--- src/rtl/filter_luma_8tap_mac_if.sv ---
`default_nettype none
// ============================================================================
//  Module   : read_interface / write_interface
//  Purpose  : Multi-flux tagged FIFO read and write ports.
//  Revision : 1.0
// ============================================================================

interface read_interface #(
    parameter int FLUX       = 2,
    parameter int DATA_WIDTH = 10
);
    logic [FLUX-1:0]       empty;
    logic [FLUX-1:0]       read;
    logic [DATA_WIDTH-1:0] dout;

    modport actor  (input empty, input dout, output read);
    modport master (input empty, input dout, output read);
    modport slave  (output empty, output dout, input read);
endinterface

interface write_interface #(
    parameter int DATA_WIDTH = 17
);
    logic                  full;
    logic                  write;
    logic [DATA_WIDTH-1:0] din;

    modport actor  (input full, output write, output din);
    modport master (input full, output write, output din);
    modport slave  (output full, input write, input din);
endinterface

`default_nettype wire

--- src/rtl/filter_luma_8tap_mac.sv ---
`default_nettype none
// ============================================================================
//  Module   : filter_luma_8tap_mac
//  Purpose  : Serial 8-tap luma interpolation MAC, one tap per cycle, tagged.
//  Revision : 1.0
// ============================================================================

module filter_luma_8tap_mac #(
    parameter int FLUX        = 2,
    parameter int CDATA_WIDTH = 9,
    parameter int XDATA_WIDTH = 8,
    parameter int YDATA_WIDTH = 16,
    parameter int ACC_WIDTH   = 18,
    parameter int TAG_WIDTH   = $clog2(FLUX)
) (
    input  wire logic     clk,
    input  wire logic     rst_n,
    read_interface.actor  read_port_c0,
    read_interface.actor  read_port_c1,
    read_interface.actor  read_port_c2,
    read_interface.actor  read_port_c3,
    read_interface.actor  read_port_c4,
    read_interface.actor  read_port_c5,
    read_interface.actor  read_port_c6,
    read_interface.actor  read_port_c7,
    read_interface.actor  read_port_x,
    write_interface.actor write_port_y
);
    localparam int NTAP = 8;

    typedef enum logic [1:0] {
        S_IDLE = 2'd0,
        S_MAC  = 2'd1,
        S_EMIT = 2'd2
    } state_t;

    state_t                      state_q, state_d;
    logic [TAG_WIDTH-1:0]        tag_q, tag_d;
    logic [2:0]                  k_q, k_d;
    logic signed [ACC_WIDTH-1:0] acc_q, acc_d;
    logic [CDATA_WIDTH-1:0]      coef_q [NTAP];
    logic [CDATA_WIDTH-1:0]      coef_d [NTAP];
    logic [YDATA_WIDTH-1:0]      y_q, y_d;

    logic [FLUX-1:0]             w_c_empty_any;
    logic [CDATA_WIDTH-1:0]      w_c_dout [NTAP];
    logic [FLUX-1:0]             w_c_read;
    logic [FLUX-1:0]             w_x_read;
    logic                        w_sel_valid;
    logic [TAG_WIDTH-1:0]        w_sel_tag;
    logic [CDATA_WIDTH-1:0]      w_coef_sel;
    logic signed [ACC_WIDTH-1:0] w_coef_ext;
    logic signed [ACC_WIDTH-1:0] w_x_ext;
    logic signed [ACC_WIDTH-1:0] w_prod;
    logic signed [ACC_WIDTH-1:0] w_sum;
    logic                        w_unused_tags;

    // A flux is only eligible when all eight coefficient FIFOs hold an entry for it.
    assign w_c_empty_any = read_port_c0.empty | read_port_c1.empty | read_port_c2.empty
                         | read_port_c3.empty | read_port_c4.empty | read_port_c5.empty
                         | read_port_c6.empty | read_port_c7.empty;

    assign w_c_dout[0] = read_port_c0.dout[CDATA_WIDTH-1:0];
    assign w_c_dout[1] = read_port_c1.dout[CDATA_WIDTH-1:0];
    assign w_c_dout[2] = read_port_c2.dout[CDATA_WIDTH-1:0];
    assign w_c_dout[3] = read_port_c3.dout[CDATA_WIDTH-1:0];
    assign w_c_dout[4] = read_port_c4.dout[CDATA_WIDTH-1:0];
    assign w_c_dout[5] = read_port_c5.dout[CDATA_WIDTH-1:0];
    assign w_c_dout[6] = read_port_c6.dout[CDATA_WIDTH-1:0];
    assign w_c_dout[7] = read_port_c7.dout[CDATA_WIDTH-1:0];

    assign w_unused_tags = ^{read_port_c0.dout[TAG_WIDTH+CDATA_WIDTH-1:CDATA_WIDTH],
                             read_port_c1.dout[TAG_WIDTH+CDATA_WIDTH-1:CDATA_WIDTH],
                             read_port_c2.dout[TAG_WIDTH+CDATA_WIDTH-1:CDATA_WIDTH],
                             read_port_c3.dout[TAG_WIDTH+CDATA_WIDTH-1:CDATA_WIDTH],
                             read_port_c4.dout[TAG_WIDTH+CDATA_WIDTH-1:CDATA_WIDTH],
                             read_port_c5.dout[TAG_WIDTH+CDATA_WIDTH-1:CDATA_WIDTH],
                             read_port_c6.dout[TAG_WIDTH+CDATA_WIDTH-1:CDATA_WIDTH],
                             read_port_c7.dout[TAG_WIDTH+CDATA_WIDTH-1:CDATA_WIDTH],
                             read_port_x.dout[TAG_WIDTH+XDATA_WIDTH-1:XDATA_WIDTH]};

    assign read_port_c0.read = w_c_read;
    assign read_port_c1.read = w_c_read;
    assign read_port_c2.read = w_c_read;
    assign read_port_c3.read = w_c_read;
    assign read_port_c4.read = w_c_read;
    assign read_port_c5.read = w_c_read;
    assign read_port_c6.read = w_c_read;
    assign read_port_c7.read = w_c_read;
    assign read_port_x.read  = w_x_read;

    // Highest ready flux index wins.
    always_comb begin
        w_sel_valid = 1'b0;
        w_sel_tag   = '0;
        for (int t = 0; t < FLUX; t++) begin
            if (!w_c_empty_any[t]) begin
                w_sel_valid = 1'b1;
                w_sel_tag   = TAG_WIDTH'(t);
            end
        end
    end

    assign w_coef_sel = coef_q[k_q];
    assign w_coef_ext = {{(ACC_WIDTH-CDATA_WIDTH){w_coef_sel[CDATA_WIDTH-1]}}, w_coef_sel};
    assign w_x_ext    = {{(ACC_WIDTH-XDATA_WIDTH){1'b0}}, read_port_x.dout[XDATA_WIDTH-1:0]};
    assign w_prod     = w_coef_ext * w_x_ext;
    assign w_sum      = acc_q + w_prod;

    always_comb begin
        state_d  = state_q;
        tag_d    = tag_q;
        k_d      = k_q;
        acc_d    = acc_q;
        coef_d   = coef_q;
        y_d      = y_q;
        w_c_read = '0;
        w_x_read = '0;
        case (state_q)
            S_IDLE: begin
                // Reads are combinational, so keep them quiet while reset is held.
                if (w_sel_valid && rst_n) begin
                    w_c_read[w_sel_tag] = 1'b1;
                    coef_d              = w_c_dout;
                    tag_d               = w_sel_tag;
                    k_d                 = 3'd0;
                    acc_d               = '0;
                    state_d             = S_MAC;
                end
            end
            S_MAC: begin
                if (!read_port_x.empty[tag_q]) begin
                    w_x_read[tag_q] = 1'b1;
                    acc_d           = w_sum;
                    if (k_q == 3'd7) begin
                        y_d     = w_sum[YDATA_WIDTH-1:0];
                        state_d = S_EMIT;
                    end else begin
                        k_d = k_q + 3'd1;
                    end
                end
            end
            S_EMIT: begin
                if (!write_port_y.full) begin
                    state_d = S_IDLE;
                end
            end
            default: state_d = S_IDLE;
        endcase
    end

    assign write_port_y.write = (state_q == S_EMIT) && !write_port_y.full;
    assign write_port_y.din   = (state_q == S_EMIT) ? {tag_q, y_q} : '0;

    always_ff @(posedge clk or negedge rst_n) begin
        if (!rst_n) begin
            state_q <= S_IDLE;
            tag_q   <= '0;
            k_q     <= 3'd0;
            acc_q   <= '0;
            y_q     <= '0;
            for (int i = 0; i < NTAP; i++) begin
                coef_q[i] <= '0;
            end
        end else begin
            state_q <= state_d;
            tag_q   <= tag_d;
            k_q     <= k_d;
            acc_q   <= acc_d;
            y_q     <= y_d;
            for (int i = 0; i < NTAP; i++) begin
                coef_q[i] <= coef_d[i];
            end
        end
    end

endmodule

`default_nettype wire

--- src/flat_wrapper.sv ---
// flat-port wrapper written by rule: the top's interface ports become plain ports
module filter_luma_8tap_mac_flat 
#(
    parameter int FLUX        = 2,
    parameter int CDATA_WIDTH = 9,
    parameter int XDATA_WIDTH = 8,
    parameter int YDATA_WIDTH = 16,
    parameter int ACC_WIDTH   = 18,
    parameter int TAG_WIDTH   = $clog2(FLUX)
)
  (clk, rst_n, read_port_c0_empty, read_port_c0_dout, read_port_c0_read, read_port_c1_empty, read_port_c1_dout, read_port_c1_read, read_port_c2_empty, read_port_c2_dout, read_port_c2_read, read_port_c3_empty, read_port_c3_dout, read_port_c3_read, read_port_c4_empty, read_port_c4_dout, read_port_c4_read, read_port_c5_empty, read_port_c5_dout, read_port_c5_read, read_port_c6_empty, read_port_c6_dout, read_port_c6_read, read_port_c7_empty, read_port_c7_dout, read_port_c7_read, read_port_x_empty, read_port_x_dout, read_port_x_read, write_port_y_full, write_port_y_write, write_port_y_din);
  read_interface #(.FLUX(FLUX)) read_port_c0_i ();
  read_interface #(.FLUX(FLUX)) read_port_c1_i ();
  read_interface #(.FLUX(FLUX)) read_port_c2_i ();
  read_interface #(.FLUX(FLUX)) read_port_c3_i ();
  read_interface #(.FLUX(FLUX)) read_port_c4_i ();
  read_interface #(.FLUX(FLUX)) read_port_c5_i ();
  read_interface #(.FLUX(FLUX)) read_port_c6_i ();
  read_interface #(.FLUX(FLUX)) read_port_c7_i ();
  read_interface #(.FLUX(FLUX)) read_port_x_i ();
  write_interface write_port_y_i ();
  input  wire logic clk;
  input  wire logic rst_n;
  input wire logic [$bits(read_port_c0_i.empty)-1:0] read_port_c0_empty;
  input wire logic [$bits(read_port_c0_i.dout)-1:0] read_port_c0_dout;
  output wire logic [$bits(read_port_c0_i.read)-1:0] read_port_c0_read;
  input wire logic [$bits(read_port_c1_i.empty)-1:0] read_port_c1_empty;
  input wire logic [$bits(read_port_c1_i.dout)-1:0] read_port_c1_dout;
  output wire logic [$bits(read_port_c1_i.read)-1:0] read_port_c1_read;
  input wire logic [$bits(read_port_c2_i.empty)-1:0] read_port_c2_empty;
  input wire logic [$bits(read_port_c2_i.dout)-1:0] read_port_c2_dout;
  output wire logic [$bits(read_port_c2_i.read)-1:0] read_port_c2_read;
  input wire logic [$bits(read_port_c3_i.empty)-1:0] read_port_c3_empty;
  input wire logic [$bits(read_port_c3_i.dout)-1:0] read_port_c3_dout;
  output wire logic [$bits(read_port_c3_i.read)-1:0] read_port_c3_read;
  input wire logic [$bits(read_port_c4_i.empty)-1:0] read_port_c4_empty;
  input wire logic [$bits(read_port_c4_i.dout)-1:0] read_port_c4_dout;
  output wire logic [$bits(read_port_c4_i.read)-1:0] read_port_c4_read;
  input wire logic [$bits(read_port_c5_i.empty)-1:0] read_port_c5_empty;
  input wire logic [$bits(read_port_c5_i.dout)-1:0] read_port_c5_dout;
  output wire logic [$bits(read_port_c5_i.read)-1:0] read_port_c5_read;
  input wire logic [$bits(read_port_c6_i.empty)-1:0] read_port_c6_empty;
  input wire logic [$bits(read_port_c6_i.dout)-1:0] read_port_c6_dout;
  output wire logic [$bits(read_port_c6_i.read)-1:0] read_port_c6_read;
  input wire logic [$bits(read_port_c7_i.empty)-1:0] read_port_c7_empty;
  input wire logic [$bits(read_port_c7_i.dout)-1:0] read_port_c7_dout;
  output wire logic [$bits(read_port_c7_i.read)-1:0] read_port_c7_read;
  input wire logic [$bits(read_port_x_i.empty)-1:0] read_port_x_empty;
  input wire logic [$bits(read_port_x_i.dout)-1:0] read_port_x_dout;
  output wire logic [$bits(read_port_x_i.read)-1:0] read_port_x_read;
  input wire logic [$bits(write_port_y_i.full)-1:0] write_port_y_full;
  output wire logic [$bits(write_port_y_i.write)-1:0] write_port_y_write;
  output wire logic [$bits(write_port_y_i.din)-1:0] write_port_y_din;
  assign read_port_c0_i.empty = read_port_c0_empty;
  assign read_port_c0_i.dout = read_port_c0_dout;
  assign read_port_c0_read = read_port_c0_i.read;
  assign read_port_c1_i.empty = read_port_c1_empty;
  assign read_port_c1_i.dout = read_port_c1_dout;
  assign read_port_c1_read = read_port_c1_i.read;
  assign read_port_c2_i.empty = read_port_c2_empty;
  assign read_port_c2_i.dout = read_port_c2_dout;
  assign read_port_c2_read = read_port_c2_i.read;
  assign read_port_c3_i.empty = read_port_c3_empty;
  assign read_port_c3_i.dout = read_port_c3_dout;
  assign read_port_c3_read = read_port_c3_i.read;
  assign read_port_c4_i.empty = read_port_c4_empty;
  assign read_port_c4_i.dout = read_port_c4_dout;
  assign read_port_c4_read = read_port_c4_i.read;
  assign read_port_c5_i.empty = read_port_c5_empty;
  assign read_port_c5_i.dout = read_port_c5_dout;
  assign read_port_c5_read = read_port_c5_i.read;
  assign read_port_c6_i.empty = read_port_c6_empty;
  assign read_port_c6_i.dout = read_port_c6_dout;
  assign read_port_c6_read = read_port_c6_i.read;
  assign read_port_c7_i.empty = read_port_c7_empty;
  assign read_port_c7_i.dout = read_port_c7_dout;
  assign read_port_c7_read = read_port_c7_i.read;
  assign read_port_x_i.empty = read_port_x_empty;
  assign read_port_x_i.dout = read_port_x_dout;
  assign read_port_x_read = read_port_x_i.read;
  assign write_port_y_i.full = write_port_y_full;
  assign write_port_y_write = write_port_y_i.write;
  assign write_port_y_din = write_port_y_i.din;
  filter_luma_8tap_mac #(.FLUX(FLUX), .CDATA_WIDTH(CDATA_WIDTH), .XDATA_WIDTH(XDATA_WIDTH), .YDATA_WIDTH(YDATA_WIDTH), .ACC_WIDTH(ACC_WIDTH), .TAG_WIDTH(TAG_WIDTH)) u_core (.clk(clk), .rst_n(rst_n), .read_port_c0(read_port_c0_i), .read_port_c1(read_port_c1_i), .read_port_c2(read_port_c2_i), .read_port_c3(read_port_c3_i), .read_port_c4(read_port_c4_i), .read_port_c5(read_port_c5_i), .read_port_c6(read_port_c6_i), .read_port_c7(read_port_c7_i), .read_port_x(read_port_x_i), .write_port_y(write_port_y_i));
endmodule
--- config.mk ---
export PLATFORM = sky130hd
export DESIGN_NAME = filter_luma_8tap_mac_flat
export DESIGN_NICKNAME = d
export VERILOG_FILES = /design/src/rtl/filter_luma_8tap_mac_if.sv /design/src/rtl/filter_luma_8tap_mac.sv /design/src/flat_wrapper.sv
export SDC_FILE = /design/constraint.sdc
export NUM_CORES = 1
export LEC_CHECK = 0
export CAP_MARGIN = 25
export CORE_MARGIN = 1
export CORE_UTILIZATION = 35
export DETAILED_ROUTE_END_ITERATION = 12
export SYNTH_ARGS = -nofsm -noshare
export SYNTH_HDL_FRONTEND = slang
export SYNTH_SLANG_ARGS = --single-unit
--- constraint.sdc ---
create_clock -name clk -period 16.7 [get_ports clk]
set_clock_uncertainty 0.1 [all_clocks]
set_input_delay 3.34 -clock clk [delete_from_list [all_inputs] [get_ports clk]]
set_output_delay 3.34 -clock clk [all_outputs]
set_load 0.01 [all_outputs]
* Yosys cells after proc, flatten, opt, wreduce, memory -nomap -nowiden
Cells that the tools add are included.
** Word-level totals
- Flip-flop bits (word level) :: 112
- Bits of input ports :: 111
- Output and inout bits :: 36
- Logic and storage cells :: 79
** Operators by class
- Add/subtract/negate cells :: 2
- $mul :: 1
- Magnitude comparators :: 5
- Equal/unequal tests :: 8
- Mux-type cells :: 29
- Bitwise logic cells :: 9
- Reduce and logical (&&, ||, !) cells :: 12
** Operator list (count)
- 18-bit 2-to-1 mux :: 2
- 18-bit one-hot mux with 2 select lines :: 1
- 9-bit binary-select mux with 3-bit select :: 1
- 18-bit adder :: 1
- 9-bit by 9-bit multiplier with 18-bit output :: 1
- 9-bit 2-to-1 mux :: 2
- 17-bit 2-to-1 mux :: 1
- 2-bit 2-to-1 mux :: 8
- 2-bit OR :: 7
- 3-bit 2-to-1 mux :: 3
- 4-bit AND reduction :: 2
- 1-bit 2-to-1 mux :: 7
- 2-bit != test (second input constant) :: 3
- 2-bit one-hot mux with 3 select lines :: 1
- 3-bit one-hot mux with 2 select lines :: 1
- 3-bit AND reduction :: 2
- 4-bit >= comparator (second input constant) :: 1
- 1-bit logical AND :: 4
- 1-bit by 2-bit < comparator with 1-bit output (second input constant) :: 2
- 2-bit by 1-bit != test with 1-bit output (second input constant) :: 2
- 3-bit NOT with 4-bit output :: 1
- 3-bit by 1-bit adder with 3-bit output (second input constant) :: 1
- 3-bit equality test (second input constant) :: 1
- 1-bit demux with 1-bit select :: 2
- 8 further kinds :: 9

* Logic depth before layout (Yosys ltp)
- Word-level depth :: 14
- Mapped depth :: 22
- Depth with buffers taken out :: 20

* Worst setup path after synthesis
Ideal clock, no wire load.
- Kind :: input-to-output
- Start point :: input read_port_c1_empty[1]
- End point :: output read_port_c1_read[0]
- Arrival time :: 4.894 ns
- Required time :: 13.260 ns
- Path slack :: 8.366 ns
- Cell stages on the path :: 7
- Path through :: nor4_1 > nand2_1 > a21oi_1 > clkbuf_1 > buf_2 > and2_1 > buf_4
** On the way
- Word-level cells in the longest chain between the ends :: 14
- Elaborated cells on any way between the ends :: 17
** RTL lines
- from (decl) :: RTL line flat_wrapper.sv:27 : input wire logic [$bits(read_port_c1_i.empty)-1:0] read_port_c1_empty;
- 2-bit OR (*) (2 in series) :: RTL line filter_luma_8tap_mac.sv:59 : assign w_c_empty_any = read_port_c0.empty | read_port_c1.empty | read_port_c2.empty
- 2-bit OR (*) (3 in series) :: RTL line filter_luma_8tap_mac.sv:60 : | read_port_c3.empty | read_port_c4.empty | read_port_c5.empty
- 2-bit OR (*) (2 in series) :: RTL line filter_luma_8tap_mac.sv:61 : | read_port_c6.empty | read_port_c7.empty;
- 1-bit 2-to-1 mux :: RTL line filter_luma_8tap_mac.sv:97 : if (!w_c_empty_any[t]) begin
- 1-bit by 2-bit < comparator with 1-bit output (not written as such) / 1-bit >= comparator (equally long branches) :: RTL line filter_luma_8tap_mac.sv:123 : w_c_read[w_sel_tag] = 1'b1;
- 1-bit logical AND (not written as such) :: RTL line filter_luma_8tap_mac.sv:123
- 1-bit 2-to-1 mux (not written as such) :: RTL line filter_luma_8tap_mac.sv:123
- 1-bit demux with 1-bit select
- 2-bit 2-to-1 mux (*) :: RTL line filter_luma_8tap_mac.sv:122 : if (w_sel_valid && rst_n) begin
- 2-bit 2-to-1 mux (*) :: RTL line filter_luma_8tap_mac.sv:119 : case (state_q)
- to (decl) :: RTL line flat_wrapper.sv:29 : output wire logic [$bits(read_port_c1_i.read)-1:0] read_port_c1_read;
Mark *: on every way between the ends. The rest lies on a longest branch, timed or not.

* Final worst setup path
- Start point :: input read_port_c1_empty[0]
- End point :: output read_port_c0_read[0]
** On the way
- Word-level cells in the longest chain between the ends :: 12
** RTL lines
- 2-bit OR (2 in series) :: RTL line filter_luma_8tap_mac.sv:59
- 2-bit OR (3 in series) :: RTL line filter_luma_8tap_mac.sv:60
- 2-bit OR (2 in series) :: RTL line filter_luma_8tap_mac.sv:61
- 1-bit 2-to-1 mux (2 in series) :: RTL line filter_luma_8tap_mac.sv:97
- 1-bit logical AND :: RTL line filter_luma_8tap_mac.sv:122
- 2-bit 2-to-1 mux :: RTL line filter_luma_8tap_mac.sv:122
- 2-bit 2-to-1 mux :: RTL line filter_luma_8tap_mac.sv:119
- to (decl) :: RTL line flat_wrapper.sv:26 : output wire logic [$bits(read_port_c0_i.read)-1:0] read_port_c0_read;
Every way passes these cells.

==> metrics.md <==
| Metric | Value |
|---|---|
| Final period util | `0.526` |
| Top-area cell type share of the netlist area | `0.342` |
| Worst Path Max Fanout | `8` |
| Number of DRC violations after detailed-routing iteration 0 | `248` |
| Average size of a mapped cell | `11.8 um^2` |
| Crit start category | `primary input` |
| Fraction of final layout cells sized beyond drive strength 1 | `0.169` |
| Chip height | `154 um` |
| Total gr overflow | `0` |
| Die span in x | `154 um` |
| CTS Buffer Depth | `2` |
| Clock slew seen by the registers of the worst setup and hold paths | `0.07 ns` |
| Signal arrival time at the worst endpoint | `5.34 ns` |
| Count of input and output buffers | `136` |
| Post-synth EDFFs | `0` |
| Sequential cell area fraction in the yosys report | `0.342` |
| Number of nets in the layout | `1017` |
| Post-DP HPWL | `13600 um` |
| Flops & latches, synth | `110` |
| Total nets after synthesis | `899` |
| Insertion delay to the later sink of the worst-skew pair | `0.36 ns` |
| Compound-gate portion of the synthesized area | `0.0593` |
| Met2 Track Usage GR | `0.260` |
| GRT Max-Usage Layer | `met2` |
| Total Die Area | `23600 um^2` |
| Number of nets with antenna violations after detailed routing | `0` |
| Total Negative Setup Slacks | `0 ns` |
| Post-DR wirelength/cell | `15.7 um` |
| TritonCTS clock tree | `yes` |
| Non-filler cells, final | `1091` |
| Crit. End Element | `output pin` |
| Launch point of the critical path | `read_port_c1_empty[0]` |
| Total vias in the final route | `5176` |
| Overall track demand over capacity in global routing | `0.157` |
| Total standard cell area after synthesis | `8040 um^2` |
| Final number of max-transition violations | `0` |
| Leakage power figure | `4.79 nW` |
| FFs w/ async S/R, synth | `1.00` |
| DRC violations left | `0` |
| Gate count after technology mapping | `682` |
| Transition time of the tightest slew-check pin | `0.891 ns` |
| Total of warnings raised by yosys | `0` |
| Crit path capture | `read_port_c0_read[0]` |
| Antenna violations before repair | `3` |
| Total clock buffers created by CTS | `9` |
| Routed via count divided by cell count | `4.74` |
| Core Area | `22600 um^2` |
| Max frequency | `0.114 GHz` |
| I/O pin cnt | `147` |
| Share of synthesized cell area in full adder, half adder and majority cells | `0.227` |
| Post-CTS Setup Repair Bufs | `0` |
| Share of synthesized cell area in and, or, nand and nor gates | `0.0971` |
| Total count of hold-check failures in the final report | `0` |
| Crit Reg-Reg Endpoint | `u_core.y_q[15]` |
| Clock sink count | `110` |
| Largest area contributor in the synthesized netlist | `sky130_fd_sc_hd__dfrtp_1` |
| Total power divided by cell area | `103 nW/um^2` |
| Outcome | `complete, no violations` |
| Deepest level of the CTS H-tree | `3` |
| Minimum setup slack after placement | `7.60 ns` |
| 1st-pass router iterations | `4` |
| CTS hold repair buffers | `0` |
| Distinct cells, synth | `47` |
| Design Area, Final | `9950 um^2` |
| Vias in the first global route | `5511` |
| Leading register cell type out of synthesis | `sky130_fd_sc_hd__dfrtp_1` |
| Largest net degree at the start of global routing | `80` |
| Type of the worst min-delay path | `reg2reg` |
| Reg-to-Reg Start | `u_core.k_q[0]` |
| Largest family of logic cells by synthesized area | `adder cells` |
| Final count of negative-setup-slack endpoints | `0` |
| Leading cell types in the layout, fill and taps excluded | `135 x sky130_fd_sc_hd__clkdlybuf4s50_1, 110 x sky130_fd_sc_hd__dfrtp_1, 98 x sky130_fd_sc_hd__inv_1` |
| GP Congestion | `0.754` |
| Std cell rows | `55` |
| Global-route wire length before repair | `29000 um` |
| Total instance count after detailed placement | `1073` |
| Setup slack, reg-to-reg | `9.93 ns` |
| Post-layout worst setup margin | `7.92 ns` |
| Dominant cells by area after synthesis | `sky130_fd_sc_hd__dfrtp_1 34%, sky130_fd_sc_hd__fa_1 16%, sky130_fd_sc_hd__mux2_2 12%, sky130_fd_sc_hd__ha_1 6.2%, sky130_fd_sc_hd__mux4_2 5.0%` |
| Worst path required time | `13.26 ns` |
| Total cell area at the placement stage | `9610 um^2` |
| RSZ-0062 raised after global routing | `no` |
| Max transition margin | `0.389` |
| Met3 Resource Use GR | `0.0592` |
| Global-route track usage on met1 | `0.196` |
| Worst IR drop on VDD | `0.0558 mV` |
| Worst hold slack across all endpoints | `0.368 ns` |
| Area added between synthesis and finish | `23.7%` |
| Initial standard-cell utilization of the core | `0.356` |
| Xor/xnor share of the synthesized area | `0.0246` |
| Logic depth of the worst register-to-register path | `19` |
| Number of maximum-capacitance violations | `0` |
| Startpoint-to-endpoint class of the critical path | `in2out` |
| Count of instances resized after the clock tree is built | `0` |
| Final Routed Wirelength | `17200 um` |
| Most frequent standard cell in the layout excluding fill and tap cells | `sky130_fd_sc_hd__clkdlybuf4s50_1` |
| Minimum clock period after layout | `8.78 ns` |
| Root Driver | `sky130_fd_sc_hd__clkbuf_16` |
| Multiplexer share of the synthesized area | `0.180` |
==> flip-flops by register name (all words and copies together) (netlist names) <==
| name | cells |
|---|---|
| u_core.coef_q | 72 |
| u_core.tag_q | 1 |
| u_core.state_q | 2 |
| u_core.acc_q | 16 |
| u_core.y_q | 16 |
| u_core.k_q | 3 |
==> cells by family (layout without fill, tap and decap cells) <==
family / count (synthesis) / in the layout
flip-flops: 110 / 110
AO/OA/AOI/OAI: 62 / 62
AND/OR/NAND/NOR: 138 / 138
XOR/XNOR: 21 / 21
buffers and inverters: 134 / 257
other: 0 / 1
multiplexers: 111 / 111
adder cells (fa/ha/maj): 106 / 106
==> cell type report <==
cell class	instances	area, um^2
Multi-Input combinational cell	438	4730
Fill cell	2122	12600
Clock inverter	6	77.6
Clock buffer	10	229
Sequential cell	110	2750
Timing Repair Buffer	143	1430
Inverter	98	368
Tap cell	285	357
Antenna cell	1	2.50
==> worst min path at each step <==
stage	from	endpoint	slack, ns	depth (start not counted)
CTS	u_core.y_q[5]	u_core.y_q[5]	0.38	1
global route	u_core.y_q[5]	u_core.y_q[5]	0.40	1
global placement	u_core.y_q[5]	u_core.y_q[5]	0.36	1
finish	u_core.y_q[5]	u_core.y_q[5]	0.37	1
floorplan	u_core.y_q[5]	u_core.y_q[5]	0.34	1
detailed placement	u_core.y_q[5]	u_core.y_q[5]	0.36	1
==> metal layers <==
layer,up-vias,share of wire
li1,2479,-
met1,2574,0.43
met2,102,0.48
met3,17,0.076
met4,4,0.0095
met5,-,0.0013
==> stage by stage <==
step                 util  total power [mW]
finish              0.441              1.03
detailed placement  0.426             0.816
global placement    0.426             0.806
CTS                 0.440              1.05
floorplan               -             0.684
global route        0.441              1.12
==> Yosys cell counts (2+ instances only) <==
cell                       instances
sky130_fd_sc_hd__a21o_1            8
sky130_fd_sc_hd__a21o_2            2
sky130_fd_sc_hd__a21oi_1           7
sky130_fd_sc_hd__a221oi_2          2
sky130_fd_sc_hd__a22o_1           12
sky130_fd_sc_hd__a31oi_1           2
sky130_fd_sc_hd__and2_1           33
sky130_fd_sc_hd__and4_1            2
sky130_fd_sc_hd__buf_1             3
sky130_fd_sc_hd__buf_2             9
sky130_fd_sc_hd__buf_4            14
sky130_fd_sc_hd__clkbuf_1         10
sky130_fd_sc_hd__dfrtp_1         110
sky130_fd_sc_hd__fa_1             66
sky130_fd_sc_hd__ha_1             40
sky130_fd_sc_hd__inv_1            98
sky130_fd_sc_hd__mux2_1            3
sky130_fd_sc_hd__mux2_2           84
sky130_fd_sc_hd__mux2i_1           6
sky130_fd_sc_hd__mux4_2           18
sky130_fd_sc_hd__nand2_1          32
sky130_fd_sc_hd__nand2b_1         16
sky130_fd_sc_hd__nor2_1           10
sky130_fd_sc_hd__nor2b_1          33
sky130_fd_sc_hd__nor3_1            4
sky130_fd_sc_hd__nor4_1            4
sky130_fd_sc_hd__o211ai_1          2
sky130_fd_sc_hd__o21a_1            2
sky130_fd_sc_hd__o21ai_0           8
sky130_fd_sc_hd__o21ai_1           6
sky130_fd_sc_hd__o31ai_1           2
sky130_fd_sc_hd__xnor2_1          12
sky130_fd_sc_hd__xor2_1            8
==> critical path: stages <==
cell and delay (ns):
sky130_fd_sc_hd__clkdlybuf4s50_1 0.40, sky130_fd_sc_hd__nor4_1 0.37, sky130_fd_sc_hd__nand2_1 0.18, sky130_fd_sc_hd__a21oi_4 0.17, sky130_fd_sc_hd__and2_1 0.29, sky130_fd_sc_hd__clkdlybuf4s50_1 0.60
==> where the power goes <==
part	switching [mW]	internal (mW)	leakage, nW
Combinational	0.251	0.217	3.14
Sequential	0.0262	0.306	1.50
Clock	0.107	0.120	0.147
Note: power is estimated with default switching activity, not from simulation.
==> patch 1: new RTL, config.mk and constraints unchanged <==
Make the reset (`rst_n`) synchronous in one clocked block.
--- a/src/rtl/filter_luma_8tap_mac.sv
+++ b/src/rtl/filter_luma_8tap_mac.sv
@@ -154,3 +154,3 @@
 
-    always_ff @(posedge clk or negedge rst_n) begin
+    always_ff @(posedge clk) begin
         if (!rst_n) begin
Check against the original RTL: differs if rst_n is asserted again (counterexample within 4 cycles, from zero or initial values and one cycle with rst_n low); with rst_n held inactive, the same outputs for 4 cycles.
==> patch 1 against the unedited design <==
- worst setup slack worse by 0.34 ns
- wire length up 8.9%
- design area down 2.1%
- sequential cell count unchanged
- synthesized cell count up 31%
- cell count up 17%
- die area down 0.90%
- area after synthesis down 0.92%
- largest cell class unchanged
Power is not compared: it rests on default switching activity, and its combinational part moved more than twofold at a synthesized area within 25%.
==> patch 1: results (changes against the unedited design) <==
Synthesis
  • Top post-synthesis cells by count: 193 x nand2_1, 110 x dfxtp_1, 94 x inv_1 (was 110 x dfrtp_1, 98 x inv_1, 84 x mux2_2)
  • Synth cell types: 50 (was 47)
  • Post-synth top flop: dfxtp_1 (was dfrtp_1)
  • Syn Nets: 1109 (was 899)
  • Yosys Warn Count: 0 (unchanged)
  • Synth area leaders: dfxtp_1 28%, fa_1 17%, nand2_1 9.1% (was dfrtp_1 34%, fa_1 16%, mux2_2 12%)
  • Share of flip-flops with an asynchronous set or reset: 0% (was 100.0%)
  • Seq/Total Area, Yosys: 27.64% (was 34.23%)

Status
  • Status: finished, final reports clean (unchanged)

Route
  • Vias: 6058 (was 5176)
  • First-pass DRT Iterations: 4 (unchanged)
  • Final wirelength: 18690 microns (was 17170 microns)
  • DR iter-0 viols: 253 (was 248)

Cells and area
  • Share of layout cells above drive strength 1: 5.221% (was 16.89%)
  • Diodes inserted: 0 (was 1)
  • Top Registers: u_core.coef_q (72), u_core.acc_q (16), u_core.y_q (16) (unchanged)
  • Nets: 1208 (was 1017)
  • Fill cells: 2248 (was 2122)

Pwr
  • Max IR drop VDD: 0.00004535 V
  • Leak: 3.820 nW

CTS
  • Clk slew on worst S/H paths: 0.08 ns
  • Cts bufs inserted: 9 (unchanged)
  • Post_cts resized: 0 (unchanged)
  • Clock Tree Buf Depth: 2 (unchanged)
  • Post-CTS Setup Bufs: 0 (unchanged)
  • Clock Latency Late Sink: 0.36 ns (about the same)
  • H-tree depth: 3 (unchanged)
  • Root Buffer: clkbuf_16 (unchanged)

STA
  • Hold violation count in the final report: 0 (unchanged)
  • Worst slew pin tran: 1.065 ns (was 0.8913 ns)

Setup path
  • Crit path max fanout: 8 (unchanged)
  • Critical Path AT: 5.69 ns (was 5.34 ns)

Global route
  • Overall routing resource usage: 16.59% (was 15.68%)
  • Initial antenna violation count: 2 (was 3)
  • Pin count of the biggest net entering global routing: 113 (was 80)
  • First-pass GRT wire length: 31020 microns (was 28970 microns)

Place
  • # port buffers: 136 (unchanged)
  • Post-DP HPWL: 14270 microns (was 13610 microns)
  • GPL Wtd Cong: 0.7855 (was 0.7537)

Worst hold path
  • Worst hold path class: reg2reg (unchanged)
patch 1: logic make-up (layout without fill, tap and decap cells):
group                    after synthesis  count (layout)  share of synthesized area [%]
adder cells (fa/ha/maj)              106             106                          22.86
flip-flops                           110             110                          27.64
buffers and inverters                150             254                          8.040
multiplexers                          29              29                          6.627
XOR/XNOR                              21              21                          2.308
AND/OR/NAND/NOR                      329             329                          19.47
AO/OA/AOI/OAI                        147             147                          13.05
patch 1: routing by layer:
layer / global-route usage [%] / wire length (microns) / share of wire, %
met3: 3.176 / 799 / 4.3
met1: 22.15 / 8746 / 47
met5: 0 / 0 / 0
met2: 28.05 / 9032 / 48
met4: 3.030 / 114 / 0.61
patch 1: per-stage QoR:
step / utilization [%] / std cells / setup slack, ns / cell area, sq um
after global routing: 44.09 / 1276 / 7.273 / 9742
after floorplan: - / 892 / 8.347 / 7968
after global placement: 42.71 / 1258 / 7.627 / 9435
final: 44.09 / 1276 / 7.572 / 9742
after CTS: 44.03 / 1274 / 7.529 / 9727
after detailed placement: 42.71 / 1258 / 7.535 / 9435
patch 1: path summary, 6_finish.rpt:
path	startpoint	to	slack, ns	cells after the start
setup / recovery	read_port_c4_empty[1]	read_port_c4_read[0]	7.57	7
hold / removal	u_core.coef_q[4]	u_core.coef_q[4]	0.35	2
setup reg to reg	u_core.k_q[0]	u_core.acc_q[13]	9.72	19
hold reg to reg	u_core.coef_q[4]	u_core.coef_q[4]	0.35	2
patch 1: area by class of cell:
type                            count  area (sq um)  share of cell area (%)
Clock buffer                       10         229.0                   2.350
Clock inverter                      6         62.56                  0.6422
Inverter                           94         352.8                   3.622
Multi-Input combinational cell    632          5129                   52.65
Sequential cell                   110          2202                   22.60
Tap cell                          280         350.3                   3.596
Timing Repair Buffer              144          1416                   14.54
patch 1: worst max-delay path, cell delays in order:
cell and delay [ns]:
clkdlybuf4s50_1 0.40, nor4_1 0.39, nand2_1 0.12, a21boi_1 0.27
nand2_2 0.09, a21oi_1 0.44, clkdlybuf4s50_1 0.64
patch 1: where the power goes:
group	total (W)	leakage [nW]	switching [W]	internal (W)
sequential	0.000263	0.886	0.000000368	0.000262
combinational	0.0000415	2.79	0.0000144	0.0000270
clock	0.000213	0.143	0.000107	0.000106
==> patch 2: new RTL, same flow settings <==
Made on the original files. `XDATA_WIDTH` is set to 8 in 2 places; all go to 9.
--- a/src/rtl/filter_luma_8tap_mac.sv
+++ b/src/rtl/filter_luma_8tap_mac.sv
@@ -10,3 +10,3 @@
     parameter int CDATA_WIDTH = 9,
-    parameter int XDATA_WIDTH = 8,
+    parameter int XDATA_WIDTH = 9,
     parameter int YDATA_WIDTH = 16,
--- a/src/flat_wrapper.sv
+++ b/src/flat_wrapper.sv
@@ -5,3 +5,3 @@
     parameter int CDATA_WIDTH = 9,
-    parameter int XDATA_WIDTH = 8,
+    parameter int XDATA_WIDTH = 9,
     parameter int YDATA_WIDTH = 16,
Function: changed (Yosys sat finds a counterexample within 10 cycles, from zero or initial values and one cycle with rst_n low).
==> patch 2 against the unedited design <==
- design area is 2.8% higher
- area after synthesis rose by 4.1%
- die area is 4.0% higher
- sequential cell count did not move
- power grew 9.3%
- maximum frequency down 6.4%
- worst setup slack worse by 0.60 ns
- wire length is 1.4% higher
- combinational power grew 16%
- count of clock-buffer cells in the layout down 1
- critical path depth is the same
- sequential share of layout area is 0.74 points lower
- register-to-register slack lost 0.17 ns
- critical path type unchanged
==> patch 2: results (changes against the unedited design) <==
Setup path
  • Largest stage delay, worst path: 0.71 ns (was 0.60 ns)
  • Crit path max fanout: 9 (was 8)
  • Critical Path AT: 5.94 ns (was 5.34 ns)
  • Critical path destination: read_port_c7_read[1] (was read_port_c0_read[0])
  • Cell at the slowest stage of the critical path: nor3_1 (was clkdlybuf4s50_1)
  • Worst Setup SP: read_port_c4_empty[1] (was read_port_c1_empty[0])
  • Worst r2r dst: u_core.y_q[13] (was u_core.y_q[15])
  • Worst reg-to-reg path cell count: 20 (was 19)

STA
  • Slew HR: 33.15% (was 38.88%)

Pwr
  • PD cells: 109.7 nW/um^2 (was 103.2 nW/um^2)
  • Leak: 4.925 nW (was 4.788 nW)
  • Max IR drop VDD: 0.00006445 V (was 0.00005582 V)
  • Clock share of power: 20.6% (was 22.1%)

Synthesis
  • Post-Synth Adder-Cell Area: 22.01% (was 22.65%)
  • Mux cell area share after synthesis: 20.27% (was 17.97%)
  • Synth cell types: 56 (was 47)
  • Top post-synthesis cells by count: 110 x dfrtp_1, 93 x inv_1, 71 x nand2_1 (was 110 x dfrtp_1, 98 x inv_1, 84 x mux2_2)
  • Syn Nets: 934 (was 899)
  • Syn Inst Count: 713 (was 682)
  • Compound-gate portion of the synthesized area: 4.634% (was 5.928%)
  • Synth Area in XOR/XNOR: 1.869% (was 2.458%)

Route
  • DR iter-0 viols: 228 (was 248)
  • First-pass DRT Iterations: 5 (was 4)
  • Vias: 5401 (was 5176)
  • Drt wl/cell: 15.12 microns (was 15.74 microns)

Cells and area
  • Nets: 1049 (was 1017)
  • Multi-input combinational area share: 48.42% (was 47.57%)
  • Fill cells: 2228 (was 2122)
  • Buffers excl. clock: 145 (was 143)
  • Share of layout cells above drive strength 1: 15.61% (was 16.89%)
  • ClkCell Share: 3.194% (was 3.081%)
  • Inverter count: 93 (was 98)
  • Diodes inserted: 0 (was 1)

Status
  • Status: finished, final reports clean (unchanged)

Place
  • GPL Wtd Cong: 0.7947 (was 0.7537)
  • Post-DP HPWL: 13580 microns (was 13610 microns)
  • # port buffers: 137 (was 136)

Global route
  • Overall routing resource usage: 15.45% (was 15.68%)
  • First-pass GRT wire length: 29320 microns (was 28970 microns)
  • Initial antenna violation count: 0 (was 3)
==> patch 2: critical path: cells and delay by family <==
kind / cells / cell delay (ns)
buf+inv: 2 / 1.10
simple gates: 4 / 1.51
==> patch 2: layer usage <==
metal / vias up / routed length [microns] / GRT usage, %
li1: 2575 / - / -
met1: 2714 / 7784 / 19.81
met2: 103 / 8472 / 25.91
met3: 9 / 1015 / 4.459
met4: 0 / 142 / 3.081
met5: - / 0 / 0
==> patch 2: metrics by stage <==
| step | hold slack [ns] | setup WS [ns] | util [%] | instance area [sq um] |
|---|---|---|---|---|
| CTS | 0.3837 | 7.259 | 43.39 | 10180 |
| floorplan | 0.3418 | 8.288 | - | 8369 |
| global placement | 0.3560 | 7.423 | 42.00 | 9858 |
| detailed placement | 0.3669 | 7.275 | 42.00 | 9858 |
| finish | 0.3796 | 7.319 | 43.56 | 10220 |
| global route | 0.4151 | 7.076 | 43.56 | 10220 |
